===== config.mk =====
export PLATFORM = sky130hd
export DESIGN_NAME = factorial_ctrl_flat
export DESIGN_NICKNAME = d
export VERILOG_FILES = /design/src/rtl/fact_pkg.sv /design/src/rtl/factorial_ctrl_if.sv /design/src/rtl/factorial_ctrl.sv /design/src/flat_wrapper.sv
export SDC_FILE = /design/constraint.sdc
export NUM_CORES = 1
export LEC_CHECK = 0
export ABC_AREA = 1
export BUFFER_PORTS_ARGS = -buffer_cell sky130_fd_sc_hd__buf_4
export CAP_MARGIN = 5
export CELL_PAD_IN_SITES_DETAIL_PLACEMENT = 2
export CELL_PAD_IN_SITES_GLOBAL_PLACEMENT = 2
export CORE_MARGIN = 1.5
export CORE_UTILIZATION = 29
export CTS_CLUSTER_SIZE = 24
export DETAILED_ROUTE_END_ITERATION = 16
export HOLD_SLACK_MARGIN = 0.12
export PLACE_DENSITY = 0.9
export RECOVER_POWER = 100
export REMOVE_ABC_BUFFERS = 1
export SLEW_MARGIN = 0
export SYNTH_ARGS = -nofsm -noshare
export SYNTH_HDL_FRONTEND = slang
export SYNTH_SLANG_ARGS = --single-unit

===== constraint.sdc =====
create_clock -name clk -period 2.1 [get_ports clk]
set_input_delay 0.42 -clock clk [delete_from_list [all_inputs] [get_ports clk]]
set_output_delay 0.42 -clock clk [all_outputs]
set_load 0.02 [all_outputs]

===== src/rtl/fact_pkg.sv =====
`default_nettype none
// ============================================================================
//  Module      : fact_pkg
//  Description : Shared types and constants for the factorial sequencer:
//                state encoding, parameter defaults and bus widths.
//  Revision    : 1.0 - initial release
// ============================================================================
package fact_pkg;

    // Controller state encoding (3-bit)
    typedef enum logic [2:0] {
        ST_IDLE     = 3'd0,
        ST_CHECK    = 3'd1,
        ST_MUL_REQ  = 3'd2,
        ST_MUL_WAIT = 3'd3,
        ST_MUL_CLR  = 3'd4,
        ST_DONE     = 3'd5
    } state_t;

    // 20! is the largest factorial representable in signed 64 bits
    localparam int MAX_N_DEFAULT   = 20;
    // Cycles budgeted for the multiplier before declaring a timeout
    localparam int TIMEOUT_DEFAULT = 16;

    // Operand widths of the shared Booth multiplier
    localparam int DATA_W = 64;
    localparam int ARG_W  = 6;

    localparam logic [DATA_W-1:0] ONE = 64'd1;

endpackage
`default_nettype wire


===== src/rtl/factorial_ctrl_if.sv =====
`default_nettype none
// ============================================================================
//  Module      : factorial_ctrl_if
//  Description : Bundles the user-side controls and the multiplier handshake
//                of the factorial sequencer. The slave modport is the
//                sequencer; the master modport is its environment (user logic
//                plus the multiplier instance).
//  Revision    : 1.0 - initial release
// ============================================================================
interface factorial_ctrl_if;
    import fact_pkg::*;

    // User side
    logic              op_start;
    logic              op_clear;
    logic [ARG_W-1:0]  n;
    logic [DATA_W-1:0] result;
    logic              op_done;
    logic              error;
    logic              busy;

    // Multiplier side
    logic              mul_start;
    logic              mul_clear;
    logic [DATA_W-1:0] mul_mtplicand;
    logic [ARG_W-1:0]  mul_mtplier;
    logic              mul_done;
    logic [DATA_W-1:0] mul_result;

    modport slave (
        input  op_start, op_clear, n, mul_done, mul_result,
        output result, op_done, error, busy,
               mul_start, mul_clear, mul_mtplicand, mul_mtplier
    );

    modport master (
        output op_start, op_clear, n, mul_done, mul_result,
        input  result, op_done, error, busy,
               mul_start, mul_clear, mul_mtplicand, mul_mtplier
    );

endinterface
`default_nettype wire


===== src/rtl/factorial_ctrl.sv =====
`default_nettype none
// ============================================================================
//  Module      : factorial_ctrl
//  Description : Computes N! by repeatedly driving an external radix-4 Booth
//                multiplier: acc <- acc * k, k <- k - 1 until k <= 1.
//                Reports the result with done/error status and guards each
//                multiply with a timeout.
//  Revision    : 1.0 - initial release
// ============================================================================
module factorial_ctrl
    import fact_pkg::*;
#(
    parameter int MAX_N   = MAX_N_DEFAULT,
    parameter int TIMEOUT = TIMEOUT_DEFAULT
) (
    input  wire logic        clk,
    input  wire logic        reset_n,
    factorial_ctrl_if.slave  bus
);

    localparam int                    c_TIMER_W    = $clog2(TIMEOUT + 1);
    localparam logic [ARG_W-1:0]      c_MAX_K      = ARG_W'(MAX_N);
    // Timer value on the last MUL_WAIT cycle: the increment would reach TIMEOUT-1
    localparam logic [c_TIMER_W-1:0]  c_TIMER_LAST = c_TIMER_W'(TIMEOUT - 2);

    state_t              r_state;
    logic [DATA_W-1:0]   r_acc;
    logic [ARG_W-1:0]    r_k;
    logic [c_TIMER_W-1:0] r_timer;
    logic [DATA_W-1:0]   r_result;
    logic                r_op_done;
    logic                r_error;
    logic                r_busy;
    logic                r_mul_start;
    logic                r_mul_clear;
    logic [DATA_W-1:0]   r_mul_mtplicand;

    state_t              w_state_nxt;
    logic [DATA_W-1:0]   w_acc_nxt;
    logic [ARG_W-1:0]    w_k_nxt;
    logic [c_TIMER_W-1:0] w_timer_nxt;
    logic [DATA_W-1:0]   w_result_nxt;
    logic                w_error_nxt;
    logic                w_op_done_nxt;
    logic                w_busy_nxt;
    logic                w_mul_start_nxt;
    logic                w_mul_clear_nxt;

    // Next-state, datapath and output decode; outputs follow the next state so
    // that their registered copies line up with the state they belong to
    always_comb begin
        w_state_nxt  = r_state;
        w_acc_nxt    = r_acc;
        w_k_nxt      = r_k;
        w_timer_nxt  = r_timer;
        w_result_nxt = r_result;
        w_error_nxt  = r_error;

        case (r_state)
            ST_IDLE: begin
                if (bus.op_start) begin
                    w_k_nxt     = bus.n;
                    w_acc_nxt   = ONE;
                    w_state_nxt = ST_CHECK;
                end
            end
            ST_CHECK: begin
                if (r_k > c_MAX_K) begin
                    w_result_nxt = '0;
                    w_error_nxt  = 1'b1;
                    w_state_nxt  = ST_DONE;
                end else if (r_k <= 6'd1) begin
                    w_result_nxt = r_acc;
                    w_state_nxt  = ST_DONE;
                end else begin
                    w_state_nxt  = ST_MUL_REQ;
                end
            end
            ST_MUL_REQ: begin
                w_timer_nxt = '0;
                w_state_nxt = ST_MUL_WAIT;
            end
            ST_MUL_WAIT: begin
                if (bus.mul_done) begin
                    w_acc_nxt   = bus.mul_result;
                    w_k_nxt     = r_k - 6'd1;
                    w_state_nxt = ST_MUL_CLR;
                end else if (r_timer == c_TIMER_LAST) begin
                    w_error_nxt  = 1'b1;
                    w_result_nxt = '0;
                    w_state_nxt  = ST_DONE;
                end else begin
                    w_timer_nxt = r_timer + 1'b1;
                end
            end
            ST_MUL_CLR: begin
                w_state_nxt = ST_CHECK;
            end
            ST_DONE: begin
                // Clear has priority; a concurrent start is picked up in IDLE
                if (bus.op_clear) begin
                    w_result_nxt = '0;
                    w_error_nxt  = 1'b0;
                    w_state_nxt  = ST_IDLE;
                end
            end
            default: begin
                w_state_nxt = ST_IDLE;
            end
        endcase

        w_op_done_nxt   = (w_state_nxt == ST_DONE);
        w_busy_nxt      = (w_state_nxt != ST_IDLE) && (w_state_nxt != ST_DONE);
        w_mul_start_nxt = (w_state_nxt == ST_MUL_REQ);
        w_mul_clear_nxt = (w_state_nxt == ST_MUL_CLR);
    end

    // State, datapath and registered outputs
    always_ff @(posedge clk or negedge reset_n) begin
        if (!reset_n) begin
            r_state         <= ST_IDLE;
            r_acc           <= ONE;
            r_k             <= '0;
            r_timer         <= '0;
            r_result        <= '0;
            r_op_done       <= 1'b0;
            r_error         <= 1'b0;
            r_busy          <= 1'b0;
            r_mul_start     <= 1'b0;
            r_mul_clear     <= 1'b0;
            r_mul_mtplicand <= '0;
        end else begin
            r_state         <= w_state_nxt;
            r_acc           <= w_acc_nxt;
            r_k             <= w_k_nxt;
            r_timer         <= w_timer_nxt;
            r_result        <= w_result_nxt;
            r_op_done       <= w_op_done_nxt;
            r_error         <= w_error_nxt;
            r_busy          <= w_busy_nxt;
            r_mul_start     <= w_mul_start_nxt;
            r_mul_clear     <= w_mul_clear_nxt;
            // Mirrors acc so the operand output reads 0 out of reset;
            // acc only moves in IDLE and on mul_done, keeping it stable
            // from MUL_REQ until the product is captured
            r_mul_mtplicand <= w_acc_nxt;
        end
    end

    assign bus.result        = r_result;
    assign bus.op_done       = r_op_done;
    assign bus.error         = r_error;
    assign bus.busy          = r_busy;
    assign bus.mul_start     = r_mul_start;
    assign bus.mul_clear     = r_mul_clear;
    assign bus.mul_mtplicand = r_mul_mtplicand;
    assign bus.mul_mtplier   = r_k;

endmodule
`default_nettype wire

===== src/flat_wrapper.sv =====
// flat-port wrapper written by rule: the top's interface ports become plain ports
module factorial_ctrl_flat import fact_pkg::*;
#(
    parameter int MAX_N   = MAX_N_DEFAULT,
    parameter int TIMEOUT = TIMEOUT_DEFAULT
)
  (clk, reset_n, bus_op_start, bus_op_clear, bus_n, bus_mul_done, bus_mul_result, bus_result, bus_op_done, bus_error, bus_busy, bus_mul_start, bus_mul_clear, bus_mul_mtplicand, bus_mul_mtplier);
  factorial_ctrl_if bus_i ();
  input  wire logic clk;
  input  wire logic reset_n;
  input wire logic [$bits(bus_i.op_start)-1:0] bus_op_start;
  input wire logic [$bits(bus_i.op_clear)-1:0] bus_op_clear;
  input wire logic [$bits(bus_i.n)-1:0] bus_n;
  input wire logic [$bits(bus_i.mul_done)-1:0] bus_mul_done;
  input wire logic [$bits(bus_i.mul_result)-1:0] bus_mul_result;
  output wire logic [$bits(bus_i.result)-1:0] bus_result;
  output wire logic [$bits(bus_i.op_done)-1:0] bus_op_done;
  output wire logic [$bits(bus_i.error)-1:0] bus_error;
  output wire logic [$bits(bus_i.busy)-1:0] bus_busy;
  output wire logic [$bits(bus_i.mul_start)-1:0] bus_mul_start;
  output wire logic [$bits(bus_i.mul_clear)-1:0] bus_mul_clear;
  output wire logic [$bits(bus_i.mul_mtplicand)-1:0] bus_mul_mtplicand;
  output wire logic [$bits(bus_i.mul_mtplier)-1:0] bus_mul_mtplier;
  assign bus_i.op_start = bus_op_start;
  assign bus_i.op_clear = bus_op_clear;
  assign bus_i.n = bus_n;
  assign bus_i.mul_done = bus_mul_done;
  assign bus_i.mul_result = bus_mul_result;
  assign bus_result = bus_i.result;
  assign bus_op_done = bus_i.op_done;
  assign bus_error = bus_i.error;
  assign bus_busy = bus_i.busy;
  assign bus_mul_start = bus_i.mul_start;
  assign bus_mul_clear = bus_i.mul_clear;
  assign bus_mul_mtplicand = bus_i.mul_mtplicand;
  assign bus_mul_mtplier = bus_i.mul_mtplier;
  factorial_ctrl #(.MAX_N(MAX_N), .TIMEOUT(TIMEOUT)) u_core (.clk(clk), .reset_n(reset_n), .bus(bus_i));
endmodule

==> results of run 1 <==
area by class of cell:
| type | instances | area [µm²] | share of cell area |
|---|---|---|---|
| Clock buffer | 18 | 429 | 0.0493 |
| Clock inverter | 14 | 246 | 0.0283 |
| Inverter | 89 | 334 | 0.0384 |
| Multi-Input combinational cell | 486 | 2170 | 0.249 |
| Sequential cell | 148 | 3700 | 0.425 |
| Tap cell | 319 | 399 | 0.0458 |
| Timing Repair Buffer | 239 | 1430 | 0.164 |
repair_timing:
action	in CTS	in global routing
buffers inserted	0	4
cloned	0	4
hold buffers	1	0
pin swaps	0	2
gates resized for setup	1	2
endpoints found under the setup margin	2	65
endpoints found under the hold margin	37	0
cell usage in the layout, fill, tap and decap left out, types with 7 or more instances in the layout:
cell type,synthesis,layout
buf_4,68,82
clkbuf_16,0,20
dfrtp_1,147,147
clkbuf_1,9,139
nand3_1,78,78
inv_1,82,83
o21ai_0,7,45
nand2_1,227,226
buf_12,0,7
o21ai_1,69,31
nor2_1,76,75
cell families (layout without fill, tap and decap cells):
family | count (synthesis) | count (layout)
and+or+nand+nor | 391 | 391
buffers and inverters | 194 | 360
DFF | 148 | 148
AOI/OAI and AO/OA | 89 | 89
adders and majority gates | 5 | 5
xor gates and xnor gates | 1 | 1
power by group:
| part | switching, mW | total, mW | internal (mW) |
|---|---|---|---|
| Sequential | 0.542 | 4.22 | 3.68 |
| Clock | 1.31 | 3.55 | 2.25 |
| Combinational | 3.92 | 5.47 | 1.55 |
layer usage:
metal	part of all wire	up-vias
li1	-	2813
met1	0.41	3123
met2	0.51	157
met3	0.052	37
met4	0.024	0
met5	0	-
worst max-delay path by stage:
stage,to,slack [ns],cells after the start
after floorplan,u_core.bus.result[0]$_DFFE_PN0P_,-1.92,9
after global placement,u_core.bus.error$_DFFE_PN0P_,0.16,10
after detailed placement,u_core.bus.error$_DFFE_PN0P_,0.07,10
after CTS,u_core.bus.result[9]$_DFFE_PN0P_,0.05,10
after global routing,u_core.bus.error$_DFFE_PN0P_,-0.01,10
final,u_core.bus.error$_DFFE_PN0P_,0.10,10
tightest hold or removal path: stages:
cell     delay [ns]
buf_4          0.08
nand2_1        0.04
o21ai_0        0.06
through the flow:
step	utilization	cells	cell area, µm²
floorplan	-	723	6180
global placement	0.362	1272	8440
detailed placement	0.362	1272	8440
CTS	0.391	1305	9130
global route	0.373	1313	8710
finish	0.373	1313	8710
==> flow_metrics.tcl, run 1 <==
set metrics [dict create \
    wl_per_cell_um 18.3 \
    synth.most_common_cell "nand2_1" \
    path_buf_inv 2 \
    synth_area_leaders "dfrtp_1 (54%), nand2_1 (12%), buf_4 (7.4%), nand3_1 (5.7%), o21ai_1 (5.0%)" \
    initialDrtViolationCount 184 \
    track_usage 0.196 \
    crit_chain "inv_1 -> ha_1 -> nand2_1 -> nor2_2 -> o21ai_1 -> nor3_4 -> buf_6 -> nand2_1 -> nand2_1 -> nand2_1" \
    busiest_layer "met2" \
    finalCritPeriodShare 0.952 \
    tns_ns 0 \
    max_freq_mhz 500 \
    synth_edf_count 0 \
    whs_ns 0.208 \
    drc_errors 0 \
    syn_area_um2 6870 \
    slew_violations 0 \
    synthXorXnorAreaFrac 0.00127 \
    place_ws_ns 0.0697 \
    htree_levels 4 \
    die_h_um 157 \
    drive_gt1_frac 0.148 \
    yosysSeqAreaShare 0.539 \
    cts_tree "done" \
    grt_pass1_wl_mm 37.4 \
    via_count 6130 \
    finalHoldViolCount 0 \
    p_leak_nw 4.20 \
    die_w_um 157 \
    synth_compound_area_frac 0.0666 \
    synthAdderAreaFrac 0.00910 \
    fin_nets 1061 \
    yosys-top-cells-count "nand2_1 (227), dfrtp_1 (147), inv_1 (82)" \
    syn_inst 828 \
    crit_fanout 30 \
    critPathMostFrequentCell "nand2_1" \
    synth_mux_area_frac 0 \
    synth.avg_cell_area_um2 8.30 \
    grt_pass1_vias 7034 \
    skew_ns 0.00951 \
    grt.met3_usage 0.0457 \
    crit_slowest_cell "dfrtp_1" \
    path_class "reg -> reg" \
    n_antenna_cell 0 \
    grt.met2_usage 0.354 \
    io_buffers 213 \
    synth_area_leader_cell "dfrtp_1" \
    critPathTopFamily "simple AND/OR/NAND/NOR gates" \
    r2r_slack_ns 0.10 \
    io_pins 214 \
    maxCapViolCount 0 \
    wirelength_mm 24.1 \
    r2r_cells 10 \
    critical_path_arrival_ns 2.31 \
    cts_buffer_depth 2 \
    period_needed_ns 2.00 \
    rows 56 \
    power_mw 13.2 \
    synth_top_family_by_area "simple AND/OR/NAND/NOR gates" \
    dp_hpwl_mm 16.9 \
    synthSimpleGateAreaFrac 0.235 \
    worstSetupEndpointType "flip-flop" \
    startpoint_type "flip-flop" \
    slowest_delay_ns 0.39 \
    setup_slack_ns 0.101 \
    whs_path_depth 3 \
    drtPass1Iterations 4 \
    synth-async-reset-ratio 1.00 \
    ys_ff_latch 148 \
    worstReg2RegEnd "u_core.bus.error$_DFFE_PN0P_" \
    power_density_nw_per_um2 1520 \
    yosysUniqueCellTypes 28 \
    core-area_um2 23300 \
    numCtsBuffers 17 \
    yosysWarningCount 0 \
    initial_utilization 0.295 \
    viasPerCell 4.67 \
    holdCritPathClass "in -> reg" \
    relSlewSlack 0.210 \
    synth_top_area_share 0.535 \
    met1_usage 0.226 \
    cts_root_buffer "clkbuf_16" \
    cp-startpoint "u_core.r_timer[0]$_DFFE_PN0P_" \
    clkTransAtPathRegs_ns 0.07 \
    grt_max_degree 47 \
    cts.sinks 148 \
    outcome "completed" \
    worstSkewPairLatency_ns 0.42 \
    syn_to_final_growth_pct 26.7 \
    antenna_found_initial 0 \
    synth_flop_cell "dfrtp_1" \
    worst_ep_required_time_ns 2.41 \
    setup_viol_count_final 0 \
    worst_pin_slew_ns 1.19 \
    peakVddDrop_mv 0.585 \
    timing.rr.start "u_core.r_timer[0]$_DFFE_PN0P_" \
    rsz0062_at_grt "true" \
    min-delay-start "bus_mul_result[56]" \
    die_area_um2 24600 \
    gr-total-overflow 0 \
    nFillCells 2752 \
    globalplace.congestion 0.782 \
    ant_nets 0 \
]
Note: power is estimated with default switching activity, not from simulation.
==> run 2: changes to the inputs <==
--- a/config.mk
+++ b/config.mk
@@ -11,14 +11,13 @@
 export CELL_PAD_IN_SITES_DETAIL_PLACEMENT = 2
 export CELL_PAD_IN_SITES_GLOBAL_PLACEMENT = 2
 export CORE_MARGIN = 1.5
-export CORE_UTILIZATION = 29
+export CORE_UTILIZATION = 31
 export CTS_CLUSTER_SIZE = 24
 export DETAILED_ROUTE_END_ITERATION = 16
 export HOLD_SLACK_MARGIN = 0.12
-export PLACE_DENSITY = 0.9
+export PLACE_DENSITY = 0.94
 export RECOVER_POWER = 100
 export REMOVE_ABC_BUFFERS = 1
-export SLEW_MARGIN = 0
 export SYNTH_ARGS = -nofsm -noshare
 export SYNTH_HDL_FRONTEND = slang
 export SYNTH_SLANG_ARGS = --single-unit
==> constraint.sdc (replaced) <==
create_clock -name clk -period 2.3 [get_ports clk]
set_input_delay 0.46 -clock clk [delete_from_list [all_inputs] [get_ports clk]]
set_output_delay 0.46 -clock clk [all_outputs]
set_load 0.02 [all_outputs]
==> run 2 against run 1 <==
Net effect: the run now ends with max-capacitance violations, max-slew violations left; register-to-register slack improved by 0.07 ns; clock power decreased by 23%; core utilization increased by 1.1 points; flip-flop and latch count unchanged; wire length increased by 1.9%; non-clock buffer count decreased by 6; total power decreased by 16%; critical path depth decreased by 1; cell count decreased by 3.4%; clock-buffer cell count increased by 1; critical path type unchanged; largest power group unchanged; highest routed layer unchanged.
==> flow_metrics.tcl, run 2 (same netlist as run 1, synthesis figures left out) <==
set metrics [dict create \
    cts_tree "done" \
    drive_gt1_frac 0.138 \
    grt_pass1_wl_mm 38.8 \
    path_class "reg -> reg" \
    relSlewSlack -0.0624 \
    period_needed_ns 2.13 \
    maxCapViolCount 1 \
    outcome "complete, but fails checks" \
    p_leak_nw 4.06 \
    power_mw 11.1 \
    worstSkewPairLatency_ns 0.43 \
    slew_violations 58 \
    clkTransAtPathRegs_ns 0.07 \
    switching_share 0.470 \
    die_area_um2 23100 \
    initial_utilization 0.316 \
    power_density_nw_per_um2 1320 \
    setup_slack_ns 0.174 \
    crit_fanout 35 \
    drc_errors 0 \
    violations "max-capacitance violations, max-slew violations" \
    cts.sinks 148 \
    place_ws_ns 0.145 \
    viasPerCell 4.78 \
    switching_power_mw 5.21 \
    fin_nets 1055 \
    grt_max_degree 76 \
    instances_no_fill 1268 \
    whs_ns 0.240 \
    power.internal_mw 5.87 \
    ant_nets 0 \
    core-area_um2 21800 \
    initialDrtViolationCount 178 \
    post_cts.repair.setup_buffers 0 \
    die_w_um 152 \
    setup_viol_count_final 0 \
    finalCritPeriodShare 0.924 \
    gr-total-overflow 0 \
    track_usage 0.213 \
    worst_ep_required_time_ns 2.66 \
    worstSetupEndpointType "flip-flop" \
    max_freq_mhz 470 \
    die_h_um 152 \
    skew_ns 0.0151 \
    post-place-cells 1235 \
    layout_common_cells "nand2_1 (227), dfrtp_1 (147), clkbuf_1 (140), inv_1 (85), buf_4 (83)" \
    finalHoldViolCount 0 \
    worst_pin_slew_ns 1.59 \
    sequentialPowerShare 0.349 \
    combPwrFrac 0.406 \
    io_pins 214 \
    drtPass1Iterations 4 \
    n_antenna_cell 0 \
    grt_pass1_vias 6879 \
    io_buffers 213 \
    syn_to_final_growth_pct 21.7 \
    dp_hpwl_mm 17.2 \
    holdCritPathClass "in -> reg" \
    final_common_cell "nand2_1" \
    peakVddDrop_mv 0.525 \
    wirelength_mm 24.5 \
    rsz0062_at_grt "false" \
    numCtsBuffers 17 \
    startpoint_type "flip-flop" \
    clkPwrFrac 0.245 \
    htree_levels 4 \
    via_count 6065 \
    globalplace.congestion 0.727 \
    cts_buffer_depth 2 \
    antenna_found_initial 0 \
    critical_path_arrival_ns 2.48 \
    rows 54 \
    wl_per_cell_um 19.4 \
    cts_root_buffer "clkbuf_16" \
]
==> run 2: cell count changes in the layout (fill, tap and decap cells not counted), sizes merged <==
cell,previous run,this run
buf,93,87
bufinv,6,0
clkinv,1,5
clkbuf,163,164
inv,93,94
==> run 2: timing repair <==
action                                  4_1_cts  5_1_grt
hold buffers                                  1        0
endpoints found under the hold margin        51        0
gates resized for setup                       0        1
endpoints found under the setup margin        0       38
==> run 2: layout make-up <==
class | instances | area [µm²]
clock buffers | 19 | 443
clock inverters | 13 | 118
fillers | 2574 | 13400
inverters | 89 | 334
multi-input cells | 486 | 2160
flip-flops and latches | 148 | 3700
well taps | 280 | 350
repair buffers | 233 | 1260
==> run 2: power groups by stage <==
stage | Combinational (mW) | Clock [mW] | Sequential (mW)
finish | 4.50 | 2.72 | 3.86
global route | 4.91 | 2.89 | 3.96
CTS | 5.31 | 2.78 | 3.90
detailed placement | 5.25 | 0 | 3.93
global placement | 5.04 | 0 | 3.85
floorplan | 1.81 | 0 | 4.69
==> run 2: through the flow <==
stage               area, µm²  setup TNS, ns  utilization
floorplan                6180        -166.70            -
global placement         8360              0        0.384
detailed placement       8360              0        0.384
CTS                      8930              0        0.410
global route             8370              0        0.385
finish                   8370              0        0.385
==> run 2: final timing paths <==
kind | start | to | slack (ns) | cells past startpoint
max | u_core.bus.mul_mtplier[0]$_DFFE_PN0P_ | u_core.bus.result[21]$_DFFE_PN0P_ | 0.17 | 9
min | bus_mul_result[48] | flip-flop | 0.24 | 3
max reg2reg | u_core.bus.mul_mtplier[0]$_DFFE_PN0P_ | u_core.bus.result[21]$_DFFE_PN0P_ | 0.17 | 9
min reg2reg | u_core.bus.result[34]$_DFFE_PN0P_ | u_core.bus.result[34]$_DFFE_PN0P_ | 0.48 | 2
max in group asynchronous | reset_n | u_core.bus.mul_start$_DFF_PN0_ | 0.25 | 3
min in group asynchronous | reset_n | asynchronous set/reset pin | 0.97 | 2
==> run 2: critical path: stages (launching register included) <==
cell      delay [ns]
dfrtp_1         0.41
inv_1           0.13
ha_1            0.24
inv_1           0.08
nand2_1         0.08
nand3_1         0.10
nand4_1         0.22
clkbuf_4        0.48
nand3_1         0.17
nand2_1         0.14
==> run 2: routing by layer <==
| metal | global-route usage | share of wire |
|---|---|---|
| met5 | 0 | 0 |
| met4 | 0.0513 | 0.013 |
| met3 | 0.0434 | 0.031 |
| met2 | 0.393 | 0.54 |
| met1 | 0.253 | 0.42 |
